===== config.mk =====
export PLATFORM = sky130hd
export DESIGN_NAME = decode_ctrl_flat
export DESIGN_NICKNAME = d
export VERILOG_FILES = /design/src/rtl/decode_ctrl_pkg.sv /design/src/rtl/decode_ctrl_if.sv /design/src/rtl/decode_ctrl_imm_gen.sv /design/src/rtl/decode_ctrl.sv /design/src/flat_wrapper.sv
export SDC_FILE = /design/constraint.sdc
export NUM_CORES = 1
export LEC_CHECK = 0
export BUFFER_PORTS_ARGS = -buffer_cell sky130_fd_sc_hd__buf_2
export CORE_AREA = 4 4 81 83
export DETAILED_ROUTE_END_ITERATION = 6
export DIE_AREA = 0 0 85 87
export GPL_ROUTABILITY_DRIVEN = 1
export PLACE_DENSITY_LB_ADDON = 0.15
export SLEW_MARGIN = 10
export SYNTH_ARGS = -nofsm -noshare
export SYNTH_HDL_FRONTEND = slang
export SYNTH_SLANG_ARGS = --single-unit

===== constraint.sdc =====
create_clock -name vclk -period 2.8
set_input_delay 0.42 -clock vclk [all_inputs]
set_output_delay 0.42 -clock vclk [all_outputs]
set_load 0.1 [all_outputs]

===== src/rtl/decode_ctrl_pkg.sv =====
// decode_ctrl_pkg: opcodes, writeback/ALU encodings, instruction formats and
// the shared decode helpers used by decode_ctrl and its immediate generator.
package decode_ctrl_pkg;
   localparam logic [6:0] OPCODE_LUI    = 7'b0110111;
   localparam logic [6:0] OPCODE_AUIPC  = 7'b0010111;
   localparam logic [6:0] OPCODE_JAL    = 7'b1101111;
   localparam logic [6:0] OPCODE_JALR   = 7'b1100111;
   localparam logic [6:0] OPCODE_BRANCH = 7'b1100011;
   localparam logic [6:0] OPCODE_LOAD   = 7'b0000011;
   localparam logic [6:0] OPCODE_STORE  = 7'b0100011;
   localparam logic [6:0] OPCODE_OP_IMM = 7'b0010011;
   localparam logic [6:0] OPCODE_OP     = 7'b0110011;
   localparam logic [31:0] INSN_NOP = 32'h00000013;
   typedef enum logic [1:0] {WBSEL_ALU, WBSEL_MEM, WBSEL_PC4, WBSEL_IMM} wbsel_e;
   typedef enum logic [3:0] {
      ALU_OP_ADD, ALU_OP_SUB, ALU_OP_SLL, ALU_OP_SLT, ALU_OP_SLTU, ALU_OP_XOR,
      ALU_OP_SRL, ALU_OP_SRA, ALU_OP_OR, ALU_OP_AND, ALU_OP_COPY_B
   } alu_op_e;
   typedef enum logic [2:0] {FMT_X, FMT_R, FMT_I, FMT_S, FMT_B, FMT_U, FMT_J} fmt_e;
   typedef struct packed {
      logic [6:0] opcode;
      logic [4:0] rd;
      logic [4:0] rs1;
      logic [4:0] rs2;
      logic [2:0] funct3;
      logic [6:0] funct7;
      logic [4:0] shamt;
   } fields_t;
   typedef struct packed {
      logic    pcsel;
      logic    immsel;
      logic    regwren;
      logic    rs1sel;
      logic    rs2sel;
      logic    memren;
      logic    memwren;
      wbsel_e  wbsel;
      alu_op_e alusel;
   } ctrl_t;
   function automatic fmt_e fmt_of(input logic [6:0] op);
      case (op)
         OPCODE_OP:                              return FMT_R;
         OPCODE_OP_IMM, OPCODE_LOAD, OPCODE_JALR: return FMT_I;
         OPCODE_STORE:                           return FMT_S;
         OPCODE_BRANCH:                          return FMT_B;
         OPCODE_LUI, OPCODE_AUIPC:               return FMT_U;
         OPCODE_JAL:                             return FMT_J;
         default:                                return FMT_X;
      endcase
   endfunction
   // alt is insn[30]; SUB is only legal for register-register ops
   function automatic alu_op_e alu_of(input logic [2:0] f3, input logic alt, input logic sub_en);
      case (f3)
         3'b000:  return (alt && sub_en) ? ALU_OP_SUB : ALU_OP_ADD;
         3'b001:  return ALU_OP_SLL;
         3'b010:  return ALU_OP_SLT;
         3'b011:  return ALU_OP_SLTU;
         3'b100:  return ALU_OP_XOR;
         3'b101:  return alt ? ALU_OP_SRA : ALU_OP_SRL;
         3'b110:  return ALU_OP_OR;
         default: return ALU_OP_AND;
      endcase
   endfunction
endpackage


===== src/rtl/decode_ctrl_if.sv =====
// decode_ctrl_if: fetched instruction/PC toward the decoder and decoded
// fields plus control strobes back toward the register file and ALU.
interface decode_ctrl_if #(
   parameter int DWIDTH = 32,
   parameter int AWIDTH = 32
);
   logic [DWIDTH-1:0] insn_i, insn_o, imm_o;
   logic [AWIDTH-1:0] pc_i, pc_o;
   logic [6:0] opcode_o, funct7_o;
   logic [4:0] rd_o, rs1_o, rs2_o, shamt_o;
   logic [2:0] funct3_o;
   logic pcsel_o, immsel_o, regwren_o, rs1sel_o, rs2sel_o, memren_o, memwren_o;
   logic [1:0] wbsel_o;
   logic [3:0] alusel_o;
   modport master (
      output insn_i, pc_i,
      input  pc_o, insn_o, opcode_o, rd_o, rs1_o, rs2_o, funct3_o, funct7_o, shamt_o, imm_o,
      input  pcsel_o, immsel_o, regwren_o, rs1sel_o, rs2sel_o, memren_o, memwren_o, wbsel_o, alusel_o
   );
   modport slave (
      input  insn_i, pc_i,
      output pc_o, insn_o, opcode_o, rd_o, rs1_o, rs2_o, funct3_o, funct7_o, shamt_o, imm_o,
      output pcsel_o, immsel_o, regwren_o, rs1sel_o, rs2sel_o, memren_o, memwren_o, wbsel_o, alusel_o
   );
endinterface


===== src/rtl/decode_ctrl_imm_gen.sv =====
// decode_ctrl_imm_gen: format-based sign-extended immediate and shamt extraction.
module decode_ctrl_imm_gen import decode_ctrl_pkg::*; #(
   parameter int DWIDTH = 32
) (
   input  logic [DWIDTH-1:7] insn_i,
   input  fmt_e              fmt_i,
   output logic [DWIDTH-1:0] imm_o,
   output logic [4:0]        shamt_o
);
   always_comb begin
      imm_o = '0;
      case (fmt_i)
         FMT_I:   imm_o = DWIDTH'($signed(insn_i[31:20]));
         FMT_S:   imm_o = DWIDTH'($signed({insn_i[31:25], insn_i[11:7]}));
         FMT_B:   imm_o = DWIDTH'($signed({insn_i[31], insn_i[7], insn_i[30:25], insn_i[11:8], 1'b0}));
         FMT_U:   imm_o = DWIDTH'($signed({insn_i[31:12], 12'b0}));
         FMT_J:   imm_o = DWIDTH'($signed({insn_i[31], insn_i[19:12], insn_i[20], insn_i[30:21], 1'b0}));
         default: imm_o = '0;
      endcase
      shamt_o = (fmt_i == FMT_R || fmt_i == FMT_I) ? insn_i[24:20] :
                (fmt_i == FMT_S) ? insn_i[11:7] : '0;
   end
endmodule


===== src/rtl/decode_ctrl.sv =====
// decode_ctrl: RV32I instruction decoder and main control unit.
// Define DECODE_REG_OUT_EN to register every output (1-cycle latency, async active-low rst).
module decode_ctrl import decode_ctrl_pkg::*; #(
   parameter int DWIDTH = 32,
   parameter int AWIDTH = 32
) (
   input logic          clk,
   input logic          rst,
   decode_ctrl_if.slave bus
);
   logic [DWIDTH-1:0] insn_d, imm_d, insn_s, imm_s;
   logic [AWIDTH-1:0] pc_d, pc_s;
   logic [4:0] shamt;
   fmt_e fmt;
   fields_t fld_d, fld_s;
   ctrl_t ctrl_d, ctrl_s;
   assign insn_d = bus.insn_i;
   assign pc_d = bus.pc_i;
   assign fmt = fmt_of(insn_d[6:0]);
   decode_ctrl_imm_gen #(.DWIDTH(DWIDTH)) u_imm_gen (
      .insn_i(insn_d[DWIDTH-1:7]),
      .fmt_i(fmt),
      .imm_o(imm_d),
      .shamt_o(shamt)
   );
   always_comb begin
      fld_d = '0;
      fld_d.opcode = insn_d[6:0];
      fld_d.shamt = shamt;
      fld_d.rd = (fmt inside {FMT_R, FMT_I, FMT_U, FMT_J}) ? insn_d[11:7] : '0;
      fld_d.rs1 = (fmt inside {FMT_R, FMT_I, FMT_S, FMT_B}) ? insn_d[19:15] : '0;
      fld_d.rs2 = (fmt inside {FMT_R, FMT_S, FMT_B}) ? insn_d[24:20] : '0;
      fld_d.funct3 = (fmt inside {FMT_R, FMT_I, FMT_S, FMT_B}) ? insn_d[14:12] : '0;
      // immediate shifts carry the SRA/SRL selector in funct7
      fld_d.funct7 = (fmt == FMT_R || (insn_d[6:0] == OPCODE_OP_IMM && insn_d[13:12] == 2'b01)) ?
                     insn_d[31:25] : '0;
   end
   // strobe order: pcsel immsel regwren rs1sel rs2sel memren memwren
   always_comb begin
      ctrl_d = '0;
      case (insn_d[6:0])
         OPCODE_LUI:    ctrl_d = {7'b0110000, WBSEL_IMM, ALU_OP_COPY_B};
         OPCODE_AUIPC:  ctrl_d = {7'b0111000, WBSEL_ALU, ALU_OP_ADD};
         OPCODE_OP_IMM: ctrl_d = {7'b0110000, WBSEL_ALU, alu_of(insn_d[14:12], insn_d[30], 1'b0)};
         OPCODE_OP:     ctrl_d = {7'b0010100, WBSEL_ALU, alu_of(insn_d[14:12], insn_d[30], 1'b1)};
         OPCODE_LOAD:   ctrl_d = {7'b0110010, WBSEL_MEM, ALU_OP_ADD};
         OPCODE_STORE:  ctrl_d = {7'b0100101, WBSEL_ALU, ALU_OP_ADD};
         OPCODE_BRANCH: ctrl_d = {7'b0101100, WBSEL_ALU, ALU_OP_ADD};
         OPCODE_JAL:    ctrl_d = {7'b1111000, WBSEL_PC4, ALU_OP_ADD};
         OPCODE_JALR:   ctrl_d = {7'b1110000, WBSEL_PC4, ALU_OP_ADD};
         default:       ctrl_d = '0;
      endcase
   end
`ifdef DECODE_REG_OUT_EN
   logic [DWIDTH-1:0] insn_q, imm_q;
   logic [AWIDTH-1:0] pc_q;
   fields_t fld_q;
   ctrl_t ctrl_q;
   always_ff @(posedge clk or negedge rst) begin
      if (!rst) begin
         insn_q <= DWIDTH'(INSN_NOP);
         imm_q <= '0;
         pc_q <= '0;
         fld_q <= '0;
         ctrl_q <= '0;
      end else begin
         insn_q <= insn_d;
         imm_q <= imm_d;
         pc_q <= pc_d;
         fld_q <= fld_d;
         ctrl_q <= ctrl_d;
      end
   end
   assign insn_s = insn_q;
   assign imm_s = imm_q;
   assign pc_s = pc_q;
   assign fld_s = fld_q;
   assign ctrl_s = ctrl_q;
`else
   logic unused_clk_rst;
   assign unused_clk_rst = clk ^ rst;
   assign insn_s = insn_d;
   assign imm_s = imm_d;
   assign pc_s = pc_d;
   assign fld_s = fld_d;
   assign ctrl_s = ctrl_d;
`endif
   assign bus.pc_o = pc_s;
   assign bus.insn_o = insn_s;
   assign bus.imm_o = imm_s;
   assign bus.opcode_o = fld_s.opcode;
   assign bus.rd_o = fld_s.rd;
   assign bus.rs1_o = fld_s.rs1;
   assign bus.rs2_o = fld_s.rs2;
   assign bus.funct3_o = fld_s.funct3;
   assign bus.funct7_o = fld_s.funct7;
   assign bus.shamt_o = fld_s.shamt;
   assign bus.pcsel_o = ctrl_s.pcsel;
   assign bus.immsel_o = ctrl_s.immsel;
   assign bus.regwren_o = ctrl_s.regwren;
   assign bus.rs1sel_o = ctrl_s.rs1sel;
   assign bus.rs2sel_o = ctrl_s.rs2sel;
   assign bus.memren_o = ctrl_s.memren;
   assign bus.memwren_o = ctrl_s.memwren;
   assign bus.wbsel_o = ctrl_s.wbsel;
   assign bus.alusel_o = ctrl_s.alusel;
endmodule


===== src/flat_wrapper.sv =====
// flat-port wrapper written by rule: the top's interface ports become plain ports
module decode_ctrl_flat import decode_ctrl_pkg::*;
#(
   parameter int DWIDTH = 32,
   parameter int AWIDTH = 32
)
  (clk, rst, bus_insn_i, bus_pc_i, bus_pc_o, bus_insn_o, bus_opcode_o, bus_rd_o, bus_rs1_o, bus_rs2_o, bus_funct3_o, bus_funct7_o, bus_shamt_o, bus_imm_o, bus_pcsel_o, bus_immsel_o, bus_regwren_o, bus_rs1sel_o, bus_rs2sel_o, bus_memren_o, bus_memwren_o, bus_wbsel_o, bus_alusel_o);
  decode_ctrl_if #(.DWIDTH(DWIDTH), .AWIDTH(AWIDTH)) bus_i ();
  input logic clk;
  input logic rst;
  input wire logic [$bits(bus_i.insn_i)-1:0] bus_insn_i;
  input wire logic [$bits(bus_i.pc_i)-1:0] bus_pc_i;
  output wire logic [$bits(bus_i.pc_o)-1:0] bus_pc_o;
  output wire logic [$bits(bus_i.insn_o)-1:0] bus_insn_o;
  output wire logic [$bits(bus_i.opcode_o)-1:0] bus_opcode_o;
  output wire logic [$bits(bus_i.rd_o)-1:0] bus_rd_o;
  output wire logic [$bits(bus_i.rs1_o)-1:0] bus_rs1_o;
  output wire logic [$bits(bus_i.rs2_o)-1:0] bus_rs2_o;
  output wire logic [$bits(bus_i.funct3_o)-1:0] bus_funct3_o;
  output wire logic [$bits(bus_i.funct7_o)-1:0] bus_funct7_o;
  output wire logic [$bits(bus_i.shamt_o)-1:0] bus_shamt_o;
  output wire logic [$bits(bus_i.imm_o)-1:0] bus_imm_o;
  output wire logic [$bits(bus_i.pcsel_o)-1:0] bus_pcsel_o;
  output wire logic [$bits(bus_i.immsel_o)-1:0] bus_immsel_o;
  output wire logic [$bits(bus_i.regwren_o)-1:0] bus_regwren_o;
  output wire logic [$bits(bus_i.rs1sel_o)-1:0] bus_rs1sel_o;
  output wire logic [$bits(bus_i.rs2sel_o)-1:0] bus_rs2sel_o;
  output wire logic [$bits(bus_i.memren_o)-1:0] bus_memren_o;
  output wire logic [$bits(bus_i.memwren_o)-1:0] bus_memwren_o;
  output wire logic [$bits(bus_i.wbsel_o)-1:0] bus_wbsel_o;
  output wire logic [$bits(bus_i.alusel_o)-1:0] bus_alusel_o;
  assign bus_i.insn_i = bus_insn_i;
  assign bus_i.pc_i = bus_pc_i;
  assign bus_pc_o = bus_i.pc_o;
  assign bus_insn_o = bus_i.insn_o;
  assign bus_opcode_o = bus_i.opcode_o;
  assign bus_rd_o = bus_i.rd_o;
  assign bus_rs1_o = bus_i.rs1_o;
  assign bus_rs2_o = bus_i.rs2_o;
  assign bus_funct3_o = bus_i.funct3_o;
  assign bus_funct7_o = bus_i.funct7_o;
  assign bus_shamt_o = bus_i.shamt_o;
  assign bus_imm_o = bus_i.imm_o;
  assign bus_pcsel_o = bus_i.pcsel_o;
  assign bus_immsel_o = bus_i.immsel_o;
  assign bus_regwren_o = bus_i.regwren_o;
  assign bus_rs1sel_o = bus_i.rs1sel_o;
  assign bus_rs2sel_o = bus_i.rs2sel_o;
  assign bus_memren_o = bus_i.memren_o;
  assign bus_memwren_o = bus_i.memwren_o;
  assign bus_wbsel_o = bus_i.wbsel_o;
  assign bus_alusel_o = bus_i.alusel_o;
  decode_ctrl #(.DWIDTH(DWIDTH), .AWIDTH(AWIDTH)) u_core (.clk(clk), .rst(rst), .bus(bus_i));
endmodule

Word-level counts from Yosys, hierarchy flattened
Cells that the tools add are included.
{"block": "word_totals", "register_bits": 0, "input_bits": 66, "output_inout_bits": 146}
{"block": "classes", "n_eq_ne": 22, "mux": 14, "reduce_logical": 9}
{"op": "case mux 32 bit (5 select lines)", "count": 1}
{"op": "case mux 13 bit (9 select lines)", "count": 1}
{"op": "case mux 4 bit (7 select lines)", "count": 2}
{"op": "2-to-1 mux 5 bit", "count": 5}
{"op": "equality test 7 x 6 -> 1 bit, second input constant", "count": 3}
{"op": "equality test 7 bit, second input constant", "count": 3}
{"op": "equality test 3 bit, second input constant", "count": 6}
{"op": "case mux 3 bit (6 select lines)", "count": 1}
{"op": "equality test 7 x 5 -> 1 bit, second input constant", "count": 2}
{"op": "equality test 3 x 2 -> 1 bit, second input constant", "count": 4}
{"op": "nonzero test 4 bit", "count": 2}
{"op": "equality test 7 x 2 -> 1 bit, second input constant", "count": 1}
{"op": "2-to-1 mux 7 bit", "count": 1}
{"op": "equality test 3 x 1 -> 1 bit, second input constant", "count": 2}
{"op": "logical NOT 3 bit", "count": 1}
{"op": "2-to-1 mux 3 bit", "count": 1}
{"op": "nonzero test 3 bit", "count": 1}
{"op": "OR reduction 3 bit", "count": 1}
{"op": "equality test 2 x 1 -> 1 bit, second input constant", "count": 1}
{"op": "logical OR 1 bit", "count": 2}
{"op": "2-to-1 mux 1 bit", "count": 2}
{"op": "OR reduction 2 bit", "count": 1}
{"op": "logical AND 1 bit", "count": 1}

Longest topological paths before layout
{"block": "logic_depth", "depth_word": 6, "ltp_mapped": 6}

Modules after synthesis
A second synthesis with hierarchy kept.
{"block": "hier_totals", "cells_unflattened": 270, "hier_area_um2": 1913.1}
{"module": "decode_ctrl", "n_inst": 1, "cells_each": 170, "area_per_inst_um2": 1199.9}
{"module": "decode_ctrl_imm_gen", "n_inst": 1, "cells_each": 100, "area_per_inst_um2": 713.2}

Least setup slack after synthesis
Ideal clock, no wire load.
{"block": "synth_path", "path_type": "input port to output port", "start": "in bus_insn_i[3]", "end": "out bus_alusel_o[0]", "t_arrival_ns": 3.986, "t_required_ns": 2.380, "slack_ns": -1.606, "path_stages": 5, "cell_sequence": "buf_6 -> or2_4 -> nor4_1 -> nor3_1 -> nor4_1"}
{"block": "synth_between", "elab_chain_cells": 2, "word_cells_on_any_way": 10, "classes_between": "eq/ne (9); mux (1)"}
{"item": "start, declared", "line_no": "flat_wrapper.sv:11", "source": "input wire logic [$bits(bus_i.insn_i)-1:0] bus_insn_i;"}
{"item": "equality test 7 bit, or another cell as far along", "line_no": "decode_ctrl.sv:41", "source": "case (insn_d[6:0])"}
{"item": "case mux 13 bit (9 select lines) *", "line_no": "decode_ctrl.sv:41"}
{"item": "end, declared", "line_no": "flat_wrapper.sv:31", "source": "output wire logic [$bits(bus_i.alusel_o)-1:0] bus_alusel_o;"}
Every way passes the cells marked *; elsewhere a longest branch is shown, timed or not.

Worst setup path in the final report
{"block": "layout_path", "start": "in bus_insn_i[5]", "end": "out bus_rd_o[1]"}
{"block": "layout_between", "elab_chain_cells": 6, "word_cells_on_any_way": 18, "classes_between": "eq/ne (13); mux (2); reduce/logical (3)"}
{"item": "equality test 7 x 2 -> 1 bit, or another cell as far along", "line_no": "decode_ctrl_pkg.sv:41", "source": "case (op)"}
{"item": "OR reduction 3 bit / OR reduction 2 bit (equally long branches)", "line_no": "decode_ctrl_pkg.sv:41"}
{"item": "case mux 3 bit (6 select lines) *", "line_no": "decode_ctrl_pkg.sv:41"}
{"item": "equality test 3 x 1 -> 1 bit, or another cell as far along", "line_no": "decode_ctrl.sv:30", "source": "fld_d.rd = (fmt inside {FMT_R, FMT_I, FMT_U, FMT_J}) ? insn_d[11:7] : '0;"}
{"item": "nonzero test 4 bit *", "line_no": "decode_ctrl.sv:30"}
{"item": "2-to-1 mux 5 bit *", "line_no": "decode_ctrl.sv:30"}
{"item": "end, declared", "line_no": "flat_wrapper.sv:16", "source": "output wire logic [$bits(bus_i.rd_o)-1:0] bus_rd_o;"}
Marks and branches as above.

==> results by group <==
Routing
  – Vias/cell: 4.56
  – DRT Pass-1 Iters: 4
  – Post-Route WL: 5550 microns
  – Iter 0 DRT Violations: 92
  – Post-DRT Antenna Nets: 0
  – # DRC: 0
  – WL/cell: 15.4 microns
  – Via Count: 1,642

Setup path
  – Crit-path max FO: 14
  – Crit-path cells: buf_2 -> nand4b_1 -> a21oi_2 -> and2_1 -> buf_2
  – Worst path max stage delay: 0.42 ns
  – CP endpoint kind: primary output
  – Kind of critical path: input pin to primary output
  – Worst Setup SP: bus_insn_i[5]
  – Startpoint Class: input pin
  – Most used cell, CP: buf_2
  – CP required: 2.38 ns
  – Setup crit end: bus_rd_o[1]
  – CP max-delay cell: buf_2
  – CP Data Arrival Time: 2.07 ns

STA
  – Tcrit/Tclk final: 0.888
  – Final hold violations: 0
  – RSZ-0062 raised after global routing: false
  – Worst Tran Pin Value: 0.498 ns
  – Final setup fails: 0
  – Slew Limit Fails: 0
  – Worst Setup Slack, final: 0.313 ns
  – Max_slew headroom: 0.665
  – Highest Clock Rate: 0.402 GHz
  – Final min period: 2.49 ns

Placement
  – DP Wirelength: 4740 microns
  – Placer Congestion: 0.782
  – Pre-CTS setup slack: 0.293 ns
  – PortBufs: 146
  – Placed cell areas: 2510 sq um

Yosys
  – Leading area contributor after synthesis: buf_4
  – Register area share after synthesis: 0
  – Post-synthesis net count: 285
  – Post-synth top area share: 0.352
  – Post-Synthesis Cells: 219
  – Syn Area/Cell: 7.11 sq um
  – Synth area leaders: buf_4 (35%), and2_1 (11%), a21o_1 (5.3%), a22o_2 (4.5%), a21oi_1 (3.9%)
  – Post-Syn Area: 1560 sq um
  – Syn. warnings: 0
  – Netlist cell types: 48

Power and ir drop
  – NetSw: 0.431 mW
  – Total power: 0.540 mW
  – Pint: 0.109 mW
  – Clk pwr share: 0
  – Power Dens Cells: 215 nW/um^2
  – Maximum VDD drop: 0.116 mV
  – Flop pwr share: 0
  – Combinational fraction of design power: 1.000
  – Switch share: 0.799
  – LEAKAGE: 1.32 nW

Clock network
  – Cts hold-fix bufs: 0
  – Setup bufs post-CTS: 0
  – Post_cts resized: 0

Global route
  – GR Util All Layers: 0.131
  – First-pass GRT wire length: 8180 microns
  – Vias in the first global route: 1,463
  – Gr ovfl total: 0
  – Initial antenna violation count: 0
  – Largest net degree at the start of global routing: 15

Cells and area
  – Final net count: 353
  – Layout cells sized above 1: 0.646
  – Ant diodes: 0
  – Design Area, Final: 2510 sq um
  – Clock buf count: 0
  – Synth-to-layout area growth: 61.4%
  – FFs & Latches: 0
  – Register area: 0 sq um
  – Fillers: 592

Die
  – Core ar.: 5850 sq um
  – Die Y: 87 microns
  – Die W: 85 microns
  – Die area: 7400 sq um
  – IO Pins: 212
  – Row count: 28
  – Starting density of the core: 0.266

Min path
  – Min-Delay Path Class: input pin to primary output
  – Hold depth: 0

Run
  – Max capacitance violation total: 0

Outcome
  – Outcome: completed
## placed cells by master (no fill, tap or decap), types with 2 or more instances in the layout
cell type    n
a22o_2       7
nand4b_1     2
nor2_2       2
buf_12      46
and2_1      26
nand3_1      4
nand2_1     11
buf_2      100
nand3b_1     3
a21o_1      11
nor2b_2      5
o21ai_1      2
a22o_1       2
a21oi_1     11
nor2b_1      2
inv_1        2
a21oi_2      2
mux2i_1      2
nor2b_4      2
nor2_1       7
buf_4        3
nor3_1       3
## cells in the mapped netlist (all sizes together), types with 3 or more instances
cell / count
nor2b: 9
clkbuf: 3
buf: 80
and2: 28
nand3: 4
a21o: 11
a21oi: 13
o21ai: 3
nand2: 12
a22o: 9
nand3b: 3
nor3: 4
nor2: 9
## logic make-up (layout without fill, tap and decap cells)
group | after synthesis | count (layout) | share of synthesized area
AOI/OAI and AO/OA | 45 | 45 | 0.224
xor gates and xnor gates | 1 | 1 | 0.00562
buffers and inverters | 85 | 151 | 0.406
muxes | 2 | 2 | 0.0129
and+or+nand+nor | 86 | 86 | 0.351
## power by group through the flow
| stage | registers (mW) | logic (mW) | clock network, mW |
|---|---|---|---|
| floorplan | 0 | 0.671 | 0 |
| global placement | 0 | 0.542 | 0 |
| detailed placement | 0 | 0.543 | 0 |
| CTS | 0 | 0.544 | 0 |
| global route | 0 | 0.558 | 0 |
| finish | 0 | 0.540 | 0 |
## final cells by class
class              count  area (sq um)  area share
well taps             75          93.8      0.0373
repair buffers       149          1440       0.574
multi-input cells    134           968       0.385
inverters              2          7.51     0.00299
## worst max-delay path: cells and delay by family
family,cells,cell delay (ns)
buffers and inverters,2,0.70
and+or+nand+nor,2,0.56
AOI/OAI and AO/OA,1,0.38
## layer usage
metal  vias up  wire length, microns  global-route usage
met5         -                     0                   0
met4         0                    46              0.0115
met3         4                   486              0.0189
met2       100                  2780               0.244
met1       733                  2240               0.164
li1        805                     -                   -
## worst min path at each step
stage,startpoint,end,slack [ns]
2_1_floorplan,bus_insn_i[0],bus_insn_o[0],1.05
3_3_place_gp,bus_pc_i[15],bus_pc_o[15],0.84
3_5_place_dp,bus_pc_i[15],bus_pc_o[15],0.84
4_1_cts,bus_pc_i[15],bus_pc_o[15],0.84
5_1_grt,bus_pc_i[16],bus_pc_o[16],0.84
6_report,bus_pc_i[0],bus_pc_o[0],0.84
## per-stage QoR
stage | setup TNS (ns) | utilization | hold WS [ns] | instances
2_1_floorplan | -5.81 | - | 1.05 | 219
3_3_place_gp | 0 | 0.430 | 0.841 | 360
3_5_place_dp | 0 | 0.430 | 0.841 | 360
4_1_cts | 0 | 0.430 | 0.841 | 360
5_1_grt | 0 | 0.430 | 0.840 | 360
6_report | 0 | 0.430 | 0.840 | 360
Power figures use the tool's default switching activity.
